`src/rtl/controle_varredura_pwm_pkg.sv`:
```
// Shared types and constants for the PWM sweep sequencer.
package controle_varredura_pwm_pkg;

  localparam int unsigned CNT_W  = 32;
  localparam int unsigned LARG_W = 2;
  localparam int unsigned EST_W  = 3;

  localparam logic [LARG_W-1:0] POS_MIN = 2'd0;
  localparam logic [LARG_W-1:0] POS_MAX = 2'd3;

  // Sweep direction.
  typedef enum logic {
    UP   = 1'b0,
    DOWN = 1'b1
  } dir_t;

  // FSM state codes; the numeric values are visible on estado_db.
  typedef enum logic [EST_W-1:0] {
    INICIAL = 3'd0,
    PREPARA = 3'd1,
    ESPERA  = 3'd2,
    MEDE    = 3'd3,
    AVANCA  = 3'd4,
    FIM     = 3'd5
  } estado_t;

endpackage

```
`src/rtl/controle_varredura_pwm_contador_dwell.sv`:
```
// Dwell counter: counts cycles while enabled and flags the last dwell cycle.
module contador_dwell
  import controle_varredura_pwm_pkg::*;
#(
  parameter int unsigned M = 50_000_000
) (
  input  logic clock,
  input  logic reset,
  input  logic zera,
  input  logic conta,
  output logic fim_contagem
);

  localparam logic [CNT_W-1:0] LIMITE = CNT_W'(M - 1);

  logic [CNT_W-1:0] cnt_q, cnt_d;

  // Next count: synchronous clear wins over increment.
  always_comb begin
    cnt_d = cnt_q;
    if (zera) begin
      cnt_d = '0;
    end else if (conta) begin
      cnt_d = cnt_q + CNT_W'(1);
    end
  end

  // Count register.
  always_ff @(posedge clock or posedge reset) begin
    if (reset) begin
      cnt_q <= '0;
    end else begin
      cnt_q <= cnt_d;
    end
  end

  // High during the final cycle of a dwell, decoded from the count register.
  assign fim_contagem = (cnt_q >= LIMITE);

endmodule

```
`src/rtl/controle_varredura_pwm.sv`:
```
// Ping-pong sweep sequencer for circuito_pwm: 0,1,2,3,2,1,0 with a dwell and
// a measurement strobe at each position; single or continuous sweeps.
module controle_varredura_pwm
  import controle_varredura_pwm_pkg::*;
#(
  parameter int unsigned TEMPO_DWELL = 50_000_000
) (
  input  logic              clock,
  input  logic              reset,
  input  logic              iniciar,
  input  logic              parar,
  input  logic              continuo,
  output logic [LARG_W-1:0] largura,
  output logic              ativo,
  output logic              medir,
  output logic              fim,
  output logic [EST_W-1:0]  estado_db
);

  estado_t           estado_q, estado_d;
  logic [LARG_W-1:0] largura_q, largura_d;
  dir_t              dir_q, dir_d;
  logic              modo_q, modo_d;
  logic              ativo_q, ativo_d;
  logic              medir_q, medir_d;
  logic              fim_q, fim_d;
  logic [EST_W-1:0]  estado_db_q, estado_db_d;

  logic zera;
  logic conta;
  logic fim_contagem;

  contador_dwell #(
    .M (TEMPO_DWELL)
  ) u_contador_dwell (
    .clock        (clock),
    .reset        (reset),
    .zera         (zera),
    .conta        (conta),
    .fim_contagem (fim_contagem)
  );

  // Next-state, position/direction update and output decode.
  always_comb begin
    estado_d  = estado_q;
    largura_d = largura_q;
    dir_d     = dir_q;
    modo_d    = modo_q;
    zera      = 1'b1;
    conta     = 1'b0;

    if (estado_q != INICIAL && parar) begin
      // Abort beats every other transition, including entry to MEDE/FIM.
      estado_d  = INICIAL;
      largura_d = POS_MIN;
      dir_d     = UP;
    end else begin
      case (estado_q)
        INICIAL: begin
          largura_d = POS_MIN;
          dir_d     = UP;
          if (iniciar && !parar) begin
            estado_d = PREPARA;
            modo_d   = continuo;
          end
        end
        PREPARA: begin
          largura_d = POS_MIN;
          dir_d     = UP;
          estado_d  = ESPERA;
        end
        ESPERA: begin
          if (fim_contagem) begin
            estado_d = MEDE;
          end else begin
            zera  = 1'b0;
            conta = 1'b1;
          end
        end
        MEDE: begin
          estado_d = AVANCA;
        end
        AVANCA: begin
          if (dir_q == UP) begin
            estado_d = ESPERA;
            if (largura_q < POS_MAX) begin
              largura_d = largura_q + LARG_W'(1);
            end else begin
              dir_d     = DOWN;
              largura_d = POS_MAX - LARG_W'(1);
            end
          end else if (largura_q > POS_MIN) begin
            estado_d  = ESPERA;
            largura_d = largura_q - LARG_W'(1);
          end else begin
            estado_d = FIM;
          end
        end
        FIM: begin
          estado_d = modo_q ? PREPARA : INICIAL;
        end
        default: begin
          estado_d  = INICIAL;
          largura_d = POS_MIN;
          dir_d     = UP;
        end
      endcase
    end

    ativo_d     = (estado_d != INICIAL);
    medir_d     = (estado_d == MEDE);
    fim_d       = (estado_d == FIM);
    estado_db_d = EST_W'(estado_d);
  end

  // State, position and registered outputs.
  always_ff @(posedge clock or posedge reset) begin
    if (reset) begin
      estado_q    <= INICIAL;
      largura_q   <= POS_MIN;
      dir_q       <= UP;
      modo_q      <= 1'b0;
      ativo_q     <= 1'b0;
      medir_q     <= 1'b0;
      fim_q       <= 1'b0;
      estado_db_q <= '0;
    end else begin
      estado_q    <= estado_d;
      largura_q   <= largura_d;
      dir_q       <= dir_d;
      modo_q      <= modo_d;
      ativo_q     <= ativo_d;
      medir_q     <= medir_d;
      fim_q       <= fim_d;
      estado_db_q <= estado_db_d;
    end
  end

  assign largura   = largura_q;
  assign ativo     = ativo_q;
  assign medir     = medir_q;
  assign fim       = fim_q;
  assign estado_db = estado_db_q;

endmodule

```
`config.mk`:
```
export PLATFORM = sky130hd
export DESIGN_NAME = controle_varredura_pwm
export DESIGN_NICKNAME = d
export VERILOG_FILES = /design/src/rtl/controle_varredura_pwm_pkg.sv /design/src/rtl/controle_varredura_pwm_contador_dwell.sv /design/src/rtl/controle_varredura_pwm.sv
export SDC_FILE = /design/constraint.sdc
export NUM_CORES = 1
export LEC_CHECK = 0
export BUFFER_PORTS_ARGS = -buffer_cell sky130_fd_sc_hd__buf_2
export CORE_ASPECT_RATIO = 0.8
export CORE_MARGIN = 2
export CORE_UTILIZATION = 50
export DETAILED_ROUTE_END_ITERATION = 8
export HOLD_SLACK_MARGIN = 0.1
export PLACE_DENSITY = 0.79
export SKIP_CTS_REPAIR_TIMING = 1
export SLEW_MARGIN = 20
export SYNTH_ARGS = -nofsm -noshare
export SYNTH_HDL_FRONTEND = slang
export SYNTH_HIERARCHICAL = 1
export SYNTH_SLANG_ARGS = --single-unit
```
`constraint.sdc`:
```
create_clock -name clock -period 3.93 [get_ports clock]
set_input_delay 0.786 -clock clock [delete_from_list [all_inputs] [get_ports clock]]
set_output_delay 0.786 -clock clock [all_outputs]
set_load 0.01 [all_outputs]
```
==> results of run 1 <==
[worst max-delay path, stage by stage (launching register included)]
cell      delay [ns]
dfrtp_1         0.45
or4_2           0.66
a211o_1         0.29
a211oi_1        0.24
o31ai_1         0.15
nor2_1          0.16
o211a_1         0.31
nand4_1         0.36
or4_1           0.57
a21oi_1         0.14
[state kept, by name, summed over array words and instances (netlist names)]
signal                  flops
fim                         1
largura                     2
ativo                       1
u_contador_dwell/cnt_q     32
medir                       1
modo_q                      1
estado_db                   3
dir_q                       1
[cell type report]
cell class / count / area, um^2 / share of cell area [%]
clock buffer: 6 / 82.6 / 3.28
clock inverter: 2 / 12.5 / 0.497
inverter: 10 / 37.5 / 1.49
multi-input combinational: 180 / 1180 / 46.8
sequential: 42 / 1050 / 41.7
tap: 60 / 75.1 / 2.98
timing repair buffer: 15 / 82.6 / 3.28
[metal layers]
| metal | track usage [%] | share of wire, % | vias up |
|---|---|---|---|
| met5 | 0 | 0 | - |
| met3 | 4.40 | 4.4 | 8 |
| met2 | 29.1 | 46 | 39 |
| met1 | 25.8 | 48 | 910 |
| li1 | - | - | 932 |
| met4 | 7.42 | 1.7 | 0 |
[power by group through the flow]
stage / registers, uW / clock network [uW] / logic [uW]
floorplan: 452 / 0 / 43.7
global placement: 456 / 0 / 49.6
detailed placement: 456 / 0 / 50.4
CTS: 447 / 298 / 50.6
global route: 449 / 324 / 56.3
finish: 447 / 294 / 49.6
[how the worst max path moves through the flow]
stage                                     startpoint                                      to  slack, ns  cells past startpoint
4_1_cts        u_contador_dwell/cnt_q[8]$_DFFE_PP0P_  u_contador_dwell/cnt_q[23]$_DFFE_PP0P_       0.51                      9
2_1_floorplan  u_contador_dwell/cnt_q[8]$_DFFE_PP0P_  u_contador_dwell/cnt_q[28]$_DFFE_PP0P_       0.69                     11
5_1_grt        u_contador_dwell/cnt_q[8]$_DFFE_PP0P_  u_contador_dwell/cnt_q[23]$_DFFE_PP0P_       0.30                      9
6_report       u_contador_dwell/cnt_q[8]$_DFFE_PP0P_  u_contador_dwell/cnt_q[23]$_DFFE_PP0P_       0.53                      9
3_5_place_dp   u_contador_dwell/cnt_q[8]$_DFFE_PP0P_  u_contador_dwell/cnt_q[23]$_DFFE_PP0P_       0.54                      9
3_3_place_gp   u_contador_dwell/cnt_q[8]$_DFFE_PP0P_  u_contador_dwell/cnt_q[23]$_DFFE_PP0P_       0.65                      9
[cells by family after synthesis]
group	after synthesis
XOR/XNOR	15
AND/OR/NAND/NOR	103
AO/OA/AOI/OAI	55
multiplexers	3
adder cells (fa/ha/maj)	4
flip-flops	42
buffers and inverters	26
[cells in the final DEF, fill, tap and decap left out, drive strengths merged, types with 4 or more instances in the layout]
| master | Yosys | routed |
|---|---|---|
| or3 | 9 | 9 |
| buf | 7 | 15 |
| xnor2 | 6 | 6 |
| o21ai | 10 | 10 |
| nand2 | 13 | 13 |
| ha | 4 | 4 |
| and4 | 4 | 4 |
| xor2 | 9 | 9 |
| dfrtp | 42 | 42 |
| nor2 | 18 | 18 |
| a21oi | 21 | 21 |
| and3 | 8 | 8 |
| clkbuf | 9 | 6 |
| nand3 | 11 | 11 |
| o31ai | 11 | 11 |
| inv | 10 | 10 |
| or4 | 12 | 12 |
| nand4 | 15 | 15 |
[stage by stage]
step                cell area, um^2  worst slack, ns  util, %  total power (uW)
CTS                            2520            0.513     55.1               796
global placement               2420            0.651     53.1               505
global route                   2520            0.299     55.1               829
floorplan                      2360            0.687        -               495
finish                         2520            0.535     55.1               791
detailed placement             2420            0.538     53.1               507
==> flow_metrics.env, run 1 <==
export IMPL_wirelength_um=4560
export IMPL_muxShareOfSynthArea_pct=1.32
export IMPL_synthToLayoutAreaGrowth_pct=6.73
export IMPL_peakVddDrop_mv=0.158
export IMPL_syn_nets=257
export IMPL_p_leak_uw=0.00100
export IMPL_firstDrtPassIters=4
export IMPL_layout_nets=263
export IMPL_syn_mean_instance_area_um2=9.52
export IMPL_fin_setup_tns_ns=0
export IMPL_ys_warn_count=6
export IMPL_p_int_uw=599
export IMPL_cts_tree="built"
export IMPL_rsz0062_at_grt="no"
export IMPL_comb_power_share_pct=6.3
export IMPL_cts_buffer_depth=2
export IMPL_hold_violations=0
export IMPL_antenna_found_initial=0
export IMPL_synth_compound_area_share_pct=15.2
export IMPL_clock_fmax_mhz=295
export IMPL_vias_per_cell=6.00
export IMPL_port_buffers=12
export IMPL_end_kind="flip-flop"
export IMPL_syn_area_mm2=0.00236
export IMPL_drv_cap=0
export IMPL_synth_async_reset_ratio_pct=100
export IMPL_cp_required_ns=4.16
export IMPL_power_frac_clock_pct=37.2
export IMPL_slew_viol_final=0
export IMPL_tightest_slew_ns=0.448
export IMPL_overflow=0
export IMPL_hold_class="in -> async"
export IMPL_fp_dieH_um=65.5
export IMPL_drive_above_1_share_pct=14.5
export IMPL_crit_path_start_kind="flip-flop"
export IMPL_drc=0
export IMPL_worst_ep_arrival_time_ns=3.63
export IMPL_synthAdderAreaFrac_pct=2.12
export IMPL_die_w_um=80.8
export IMPL_switchingPower_uw=192
export IMPL_rr_worst_depth=9
export IMPL_grt_pass1_vias=1688
export IMPL_synth_distinct_cells=44
export IMPL_synthFlopType="dfrtp_1"
export IMPL_ant_nets=0
export IMPL_reg2reg_from="u_contador_dwell/cnt_q[8]$_DFFE_PP0P_"
export IMPL_path_class="reg -> reg"
export IMPL_yosys_area_top_type="dfrtp_1"
export IMPL_synth_top_area_share_pct=44.5
export IMPL_status="complete, no violations"
export IMPL_ys_seq_area_share_pct=44.5
export IMPL_row_count=22
export IMPL_wl_per_cell_um=14.5
export IMPL_clkSinkCount=42
export IMPL_first_iter_violations=151
export IMPL_insertedDiodeCount=0
export IMPL_synth_common_cells="dfrtp_1 (42), a21oi_1 (21), nor2_1 (18), nand4_1 (14), nand2_1 (13)"
export IMPL_whs_ns=0.459
export IMPL_fin_crit_sh_pct=86.4
export IMPL_clock_latency_ns=0.30
export IMPL_synth_top_family_by_area="simple AND/OR/NAND/NOR gates"
export IMPL_synth_simple_area_share_pct=25.7
export IMPL_p_seq_share_pct=56.5
export IMPL_clk_transition_reported_paths_ns=0.08
export IMPL_grtUsageTotal_pct=18.9
export IMPL_vias=1889
export IMPL_syn_inst=248
export IMPL_clock_root_buffer="clkbuf_8"
export IMPL_synthXorXnorAreaFrac_pct=5.56
export IMPL_period_minus_slack_ns=3.40
export IMPL_grt_pass1_wl_um=7670
export IMPL_synth_edf_count=0
export IMPL_r2r_end="u_contador_dwell/cnt_q[23]$_DFFE_PP0P_"
export IMPL_cts_buffers=5
export IMPL_boundaryPins=13
export IMPL_die_area_mm2=0.00529
export IMPL_synthTopCellsByArea="dfrtp_1 (45%), a21oi_1 (4.5%), nand4_1 (3.7%)"
export IMPL_ff2ff_setup_slack_ns=0.53
export IMPL_fillers=411
export IMPL_setup_viol=0
export IMPL_place_inst=307
export IMPL_yosysMostFrequentCell="dfrtp_1"
export IMPL_ys_ff_latch=42
export IMPL_start_util_pct=51.7
export IMPL_gp_congestion=0.856
export IMPL_grt_max_degree=34
export IMPL_fin_cells=315
export IMPL_switching_share_pct=24.3
export IMPL_fin_skew_ns=0.00410
export IMPL_maxSlewHeadroom_pct=70.1
export IMPL_htreeDepth=2
export IMPL_dpl_hpwl_um=3180
export IMPL_powerDensity_mw_per_mm2=314
export IMPL_core_mm2=0.00457
export IMPL_cp_max_fo=12
Note: power is estimated with default switching activity, not from simulation.
==> run 2: changes to the inputs <==
Settings changed: CELL_PAD_IN_SITES_DETAIL_PLACEMENT set to 0, CELL_PAD_IN_SITES_GLOBAL_PLACEMENT set to 2, CORE_UTILIZATION 50 to 39, CTS_CLUSTER_DIAMETER set to 40, PLACE_DENSITY 0.79 to 0.91.
==> run 2 against run 1 <==
First-iteration DRC count increased by 13%. Cell count up 6.3%. Flip-flop and latch count unchanged. Critical path type unchanged. Clock skew increased by 0.0037 ns. Global-route usage is 3.4 points lower.
==> flow_metrics.env, run 2 (synthesis gave the netlist of run 1 again) <==
export IMPL_cts_tree="built"
export IMPL_core_mm2=0.00588
export IMPL_layout_nets=263
export IMPL_fin_setup_tns_ns=0
export IMPL_start_util_pct=40.1
export IMPL_insertedDiodeCount=0
export IMPL_boundaryPins=13
export IMPL_rsz0062_at_grt="no"
export IMPL_final_common_cell="dfrtp_1"
export IMPL_setup_viol=0
export IMPL_crit_path_start_kind="flip-flop"
export IMPL_grtUsageTotal_pct=15.5
export IMPL_htreeDepth=2
export IMPL_overflow=0
export IMPL_grt_max_degree=34
export IMPL_reg2reg_from="u_contador_dwell/cnt_q[8]$_DFFE_PP0P_"
export IMPL_hold_class="in -> async"
export IMPL_placed_cell_area_mm2=0.00245
export IMPL_cts_buffer_depth=2
export IMPL_die_w_um=91.0
export IMPL_row_count=25
export IMPL_antenna_found_initial=0
export IMPL_drive_above_1_share_pct=14.2
export IMPL_clock_root_buffer="clkbuf_8"
export IMPL_fp_dieH_um=73.6
export IMPL_cts_buffers=5
export IMPL_status="complete, no violations"
export IMPL_clock_fmax_mhz=292
export IMPL_largest_reg_flops=32
export IMPL_dpl_hpwl_um=3210
export IMPL_grt_pass1_wl_um=8340
export IMPL_cp_max_fo=12
export IMPL_fin_crit_sh_pct=87.1
export IMPL_peakVddDrop_mv=0.174
export IMPL_end_kind="flip-flop"
export IMPL_slew_viol_final=0
export IMPL_fin_area_mm2=0.00256
export IMPL_clock_latency_ns=0.30
export IMPL_firstDrtPassIters=4
export IMPL_crit_start="u_contador_dwell/cnt_q[8]$_DFFE_PP0P_"
export IMPL_hold_violations=0
export IMPL_fillers=595
export IMPL_path_class="reg -> reg"
export IMPL_vias=1855
export IMPL_p_leak_uw=0.00101
export IMPL_drv_cap=0
export IMPL_cp_slowest_cell="or4_2"
export IMPL_gp_congestion=0.765
export IMPL_port_buffers=12
export IMPL_vias_per_cell=5.54
export IMPL_wirelength_um=4710
export IMPL_cp_required_ns=4.15
export IMPL_fin_skew_ns=0.00777
export IMPL_largest_register="u_contador_dwell/cnt_q"
export IMPL_drc=0
export IMPL_cp_cell_sequence="or4_2 > a211o_1 > a211oi_1 > o31ai_1 > nor2_1 > o211a_1 > nand4_1 > or4_1 > a21oi_1"
export IMPL_clkSinkCount=42
export IMPL_maxSlewHeadroom_pct=67.6
export IMPL_period_minus_slack_ns=3.42
export IMPL_synthToLayoutAreaGrowth_pct=8.59
export IMPL_worst_ep_arrival_time_ns=3.64
export IMPL_die_area_mm2=0.00670
export IMPL_ff2ff_setup_slack_ns=0.51
export IMPL_layout_common_cells="dfrtp_1 (42), a21oi_1 (21), nor2_1 (18)"
export IMPL_ant_nets=0
export IMPL_clk_transition_reported_paths_ns=0.08
export IMPL_first_iter_violations=171
export IMPL_powerDensity_mw_per_mm2=330
export IMPL_grt_pass1_vias=1660
export IMPL_wl_per_cell_um=14.1
export IMPL_tightest_slew_ns=0.485
export IMPL_max_stage_delay_ns=0.66
==> run 2: worst max-delay path: cells and delay by family, from the launching register on <==
kind | cells | cell delay [ns]
simple gates | 4 | 1.76
flops | 1 | 0.45
compound gates | 5 | 1.13
==> run 2: cell type report <==
type	instances	area (um^2)	area share (%)
tap	81	101	3.95
clock buffer	6	82.6	3.22
sequential	42	1050	41.0
clock inverter	1	30.0	1.17
multi-input combinational	180	1180	46.0
timing repair buffer	15	82.6	3.22
inverter	10	37.5	1.46
==> run 2: through the flow <==
step                worst slack (ns)  hold slack (ns)  total power, uW  utilization [%]  std cells
floorplan                      0.687            0.503              495                -        248
finish                         0.508            0.461              846             43.6        335
global route                   0.219            0.495              883             43.6        335
CTS                            0.509            0.476              857             43.6        335
detailed placement             0.538            0.532              507             41.7        328
global placement               0.597            0.520              507             41.7        328
==> run 2: path summary, 6_finish.rpt <==
kind / to / cells after the start
max: u_contador_dwell/cnt_q[23]$_DFFE_PP0P_ / 9
max in group asynchronous: u_contador_dwell/cnt_q[4]$_DFFE_PP0P_ / 3
max reg2reg: u_contador_dwell/cnt_q[23]$_DFFE_PP0P_ / 9
min reg2reg: modo_q$_DFFE_PP0P_ / 1
min in group clock: modo_q$_DFFE_PP0P_ / 1
min: ativo$_DFF_PP0_ / 2
==> run 2: metal layers <==
| metal | share of wire (%) | vias up | global-route usage [%] |
|---|---|---|---|
| met3 | 5.4 | 5 | 3.28 |
| met1 | 54 | 880 | 24.5 |
| li1 | - | 930 | - |
| met4 | 0.89 | 0 | 4.55 |
| met5 | 0 | - | 0 |
| met2 | 39 | 40 | 21.1 |
==> run 2: power by group <==
group	switching (uW)	total, uW	internal (uW)	leakage [uW]
clock	145	348	203	0.0000573
sequential	9.93	447	438	0.000582
combinational	30.3	50.2	19.9	0.000371
==> run 3: changes to the inputs <==
Settings changed: CORE_UTILIZATION 39 to 42, PLACE_DENSITY 0.91 to 0.95.
Clock period 3.93 ns to 3.99 ns, I/O delays scaled along.
==> run 3 against run 2 <==
Cell count is 0.90% lower. Core utilization grew 3.1 points. Maximum frequency rose by 1.8%. Die area is 6.8% lower. Critical path type unchanged. Critical endpoint is now u_contador_dwell/cnt_q[30]$_DFFE_PP0P_. Largest cell class unchanged. Largest power group unchanged.
==> flow_metrics.env, run 3 (synthesis gave the netlist of run 1 again) <==
export IMPL_status="complete, no violations"
export IMPL_drive_above_1_share_pct=14.2
export IMPL_boundaryPins=13
export IMPL_maxSlewHeadroom_pct=68.4
export IMPL_worst_ep_arrival_time_ns=3.58
export IMPL_clock_root_buffer="clkbuf_8"
export IMPL_die_area_mm2=0.00624
export IMPL_crit_path_start_kind="flip-flop"
export IMPL_grt_use_met1_pct=27.1
export IMPL_p_leak_uw=0.00100
export IMPL_ant_nets=0
export IMPL_port_buffers=12
export IMPL_rsz0062_at_grt="no"
export IMPL_cts_buffers=5
export IMPL_fillers=534
export IMPL_grt_pass1_wl_um=8590
export IMPL_max_stage_delay_ns=0.66
export IMPL_final_common_cell="dfrtp_1"
export IMPL_setup_viol=0
export IMPL_switching_share_pct=23.0
export IMPL_drc=0
export IMPL_cp_cell_sequence="or4_2 > a211o_1 > a211oi_1 > o31ai_1 > nor2_1 > o211a_1 > nand3_1 > or4_1 > a21oi_1"
export IMPL_grt_max_degree=34
export IMPL_cp_max_fo=9
export IMPL_cp_slowest_cell="or4_2"
export IMPL_wirelength_um=4830
export IMPL_antenna_found_initial=0
export IMPL_dpl_hpwl_um=3280
export IMPL_path_buf_inv=0
export IMPL_layout_area_seq_mm2=0.00105
export IMPL_p_int_uw=584
export IMPL_insertedDiodeCount=0
export IMPL_multi_input_area_mm2=0.00118
export IMPL_switchingPower_uw=175
export IMPL_hold_class="in -> async"
export IMPL_crit_family="simple AND/OR/NAND/NOR gates"
export IMPL_period_minus_slack_ns=3.36
export IMPL_use_met2_pct=24.4
export IMPL_path_class="reg -> reg"
export IMPL_htreeDepth=2
export IMPL_layout_common_cells="dfrtp_1 (42), a21oi_1 (21), nor2_1 (18)"
export IMPL_reg2reg_from="u_contador_dwell/cnt_q[8]$_DFFE_PP0P_"
export IMPL_vias=1815
export IMPL_cts_tree="built"
export IMPL_wl_per_cell_um=14.6
export IMPL_first_iter_violations=131
export IMPL_largest_register="u_contador_dwell/cnt_q"
export IMPL_core_mm2=0.00544
export IMPL_power_frac_clock_pct=35.4
export IMPL_clock_fmax_mhz=297
export IMPL_tightest_slew_ns=0.473
export IMPL_cts_buffer_depth=2
export IMPL_grt_pass1_vias=1770
export IMPL_slew_viol_final=0
export IMPL_ff2ff_setup_slack_ns=0.63
export IMPL_r2r_end="u_contador_dwell/cnt_q[30]$_DFFE_PP0P_"
export IMPL_fin_setup_tns_ns=0
export IMPL_vias_per_cell=5.47
export IMPL_overflow=0
export IMPL_gp_congestion=0.740
export IMPL_synthToLayoutAreaGrowth_pct=7.47
export IMPL_cp_required_ns=4.21
export IMPL_clkSinkCount=42
export IMPL_clk_transition_reported_paths_ns=0.07
export IMPL_fp_dieH_um=71.1
export IMPL_end_kind="flip-flop"
export IMPL_firstDrtPassIters=4
export IMPL_layout_nets=264
export IMPL_postLayoutCoreUtil_pct=46.7
export IMPL_powerDensity_mw_per_mm2=299
export IMPL_fin_crit_sh_pct=84.3
export IMPL_largest_reg_flops=32
export IMPL_start_util_pct=43.4
export IMPL_grt_busiest_layer="met1"
export IMPL_grtUsageTotal_pct=17.4
export IMPL_fin_skew_ns=0.00520
export IMPL_comb_power_share_pct=6.5
export IMPL_row_count=24
export IMPL_hold_violations=0
export IMPL_die_w_um=87.8
export IMPL_clock_latency_ns=0.29
export IMPL_grt_use_met3_pct=3.85
export IMPL_rr_worst_depth=9
export IMPL_p_seq_share_pct=58.1
export IMPL_peakVddDrop_mv=0.135
export IMPL_drv_cap=0
==> run 3: cell types whose count changed in the layout (fill, tap and decap cells not counted) <==
cell / previous run / this run
buf_4: 3 / 4
bufinv_16: 1 / 0
==> run 3: final cells by class <==
cell class / count / area share (%)
Timing Repair Buffer: 16 / 3.55
Sequential cell: 42 / 41.4
Tap cell: 78 / 3.85
Multi-Input combinational cell: 180 / 46.4
Inverter: 10 / 1.48
Clock buffer: 6 / 3.25
==> run 3: stage by stage <==
stage / worst slack [ns] / cells / hold slack (ns) / cell area [um^2] / power (uW)
final: 0.628 / 332 / 0.501 / 2540 / 759
after global routing: 0.323 / 332 / 0.522 / 2540 / 797
after CTS: 0.628 / 332 / 0.504 / 2540 / 774
after detailed placement: 0.653 / 326 / 0.548 / 2450 / 500
after global placement: 0.744 / 326 / 0.525 / 2450 / 499
after floorplan: 0.747 / 248 / 0.503 / 2360 / 488
==> run 3: layer usage <==
layer	share of wire (%)	vias to the layer above
met5	0	-
met3	2.4	2
met2	42	20
met1	55	865
met4	0.43	0
li1	-	928
==> run 3: power by group through the flow <==
stage               clock network, uW  logic [uW]  registers (uW)
floorplan                           0        43.0             445
global placement                    0        49.7             449
detailed placement                  0        50.4             449
CTS                               283        50.5             441
global route                      299        56.0             442
finish                            269        49.1             441
==> run 3: worst max path at each step <==
stage | startpoint | endpoint | cells after the start
2_1_floorplan | u_contador_dwell/cnt_q[8]$_DFFE_PP0P_ | u_contador_dwell/cnt_q[28]$_DFFE_PP0P_ | 11
3_3_place_gp | u_contador_dwell/cnt_q[8]$_DFFE_PP0P_ | u_contador_dwell/cnt_q[30]$_DFFE_PP0P_ | 9
3_5_place_dp | u_contador_dwell/cnt_q[8]$_DFFE_PP0P_ | u_contador_dwell/cnt_q[30]$_DFFE_PP0P_ | 9
4_1_cts | u_contador_dwell/cnt_q[8]$_DFFE_PP0P_ | u_contador_dwell/cnt_q[22]$_DFFE_PP0P_ | 9
5_1_grt | u_contador_dwell/cnt_q[8]$_DFFE_PP0P_ | u_contador_dwell/cnt_q[22]$_DFFE_PP0P_ | 9
6_report | u_contador_dwell/cnt_q[8]$_DFFE_PP0P_ | u_contador_dwell/cnt_q[30]$_DFFE_PP0P_ | 9
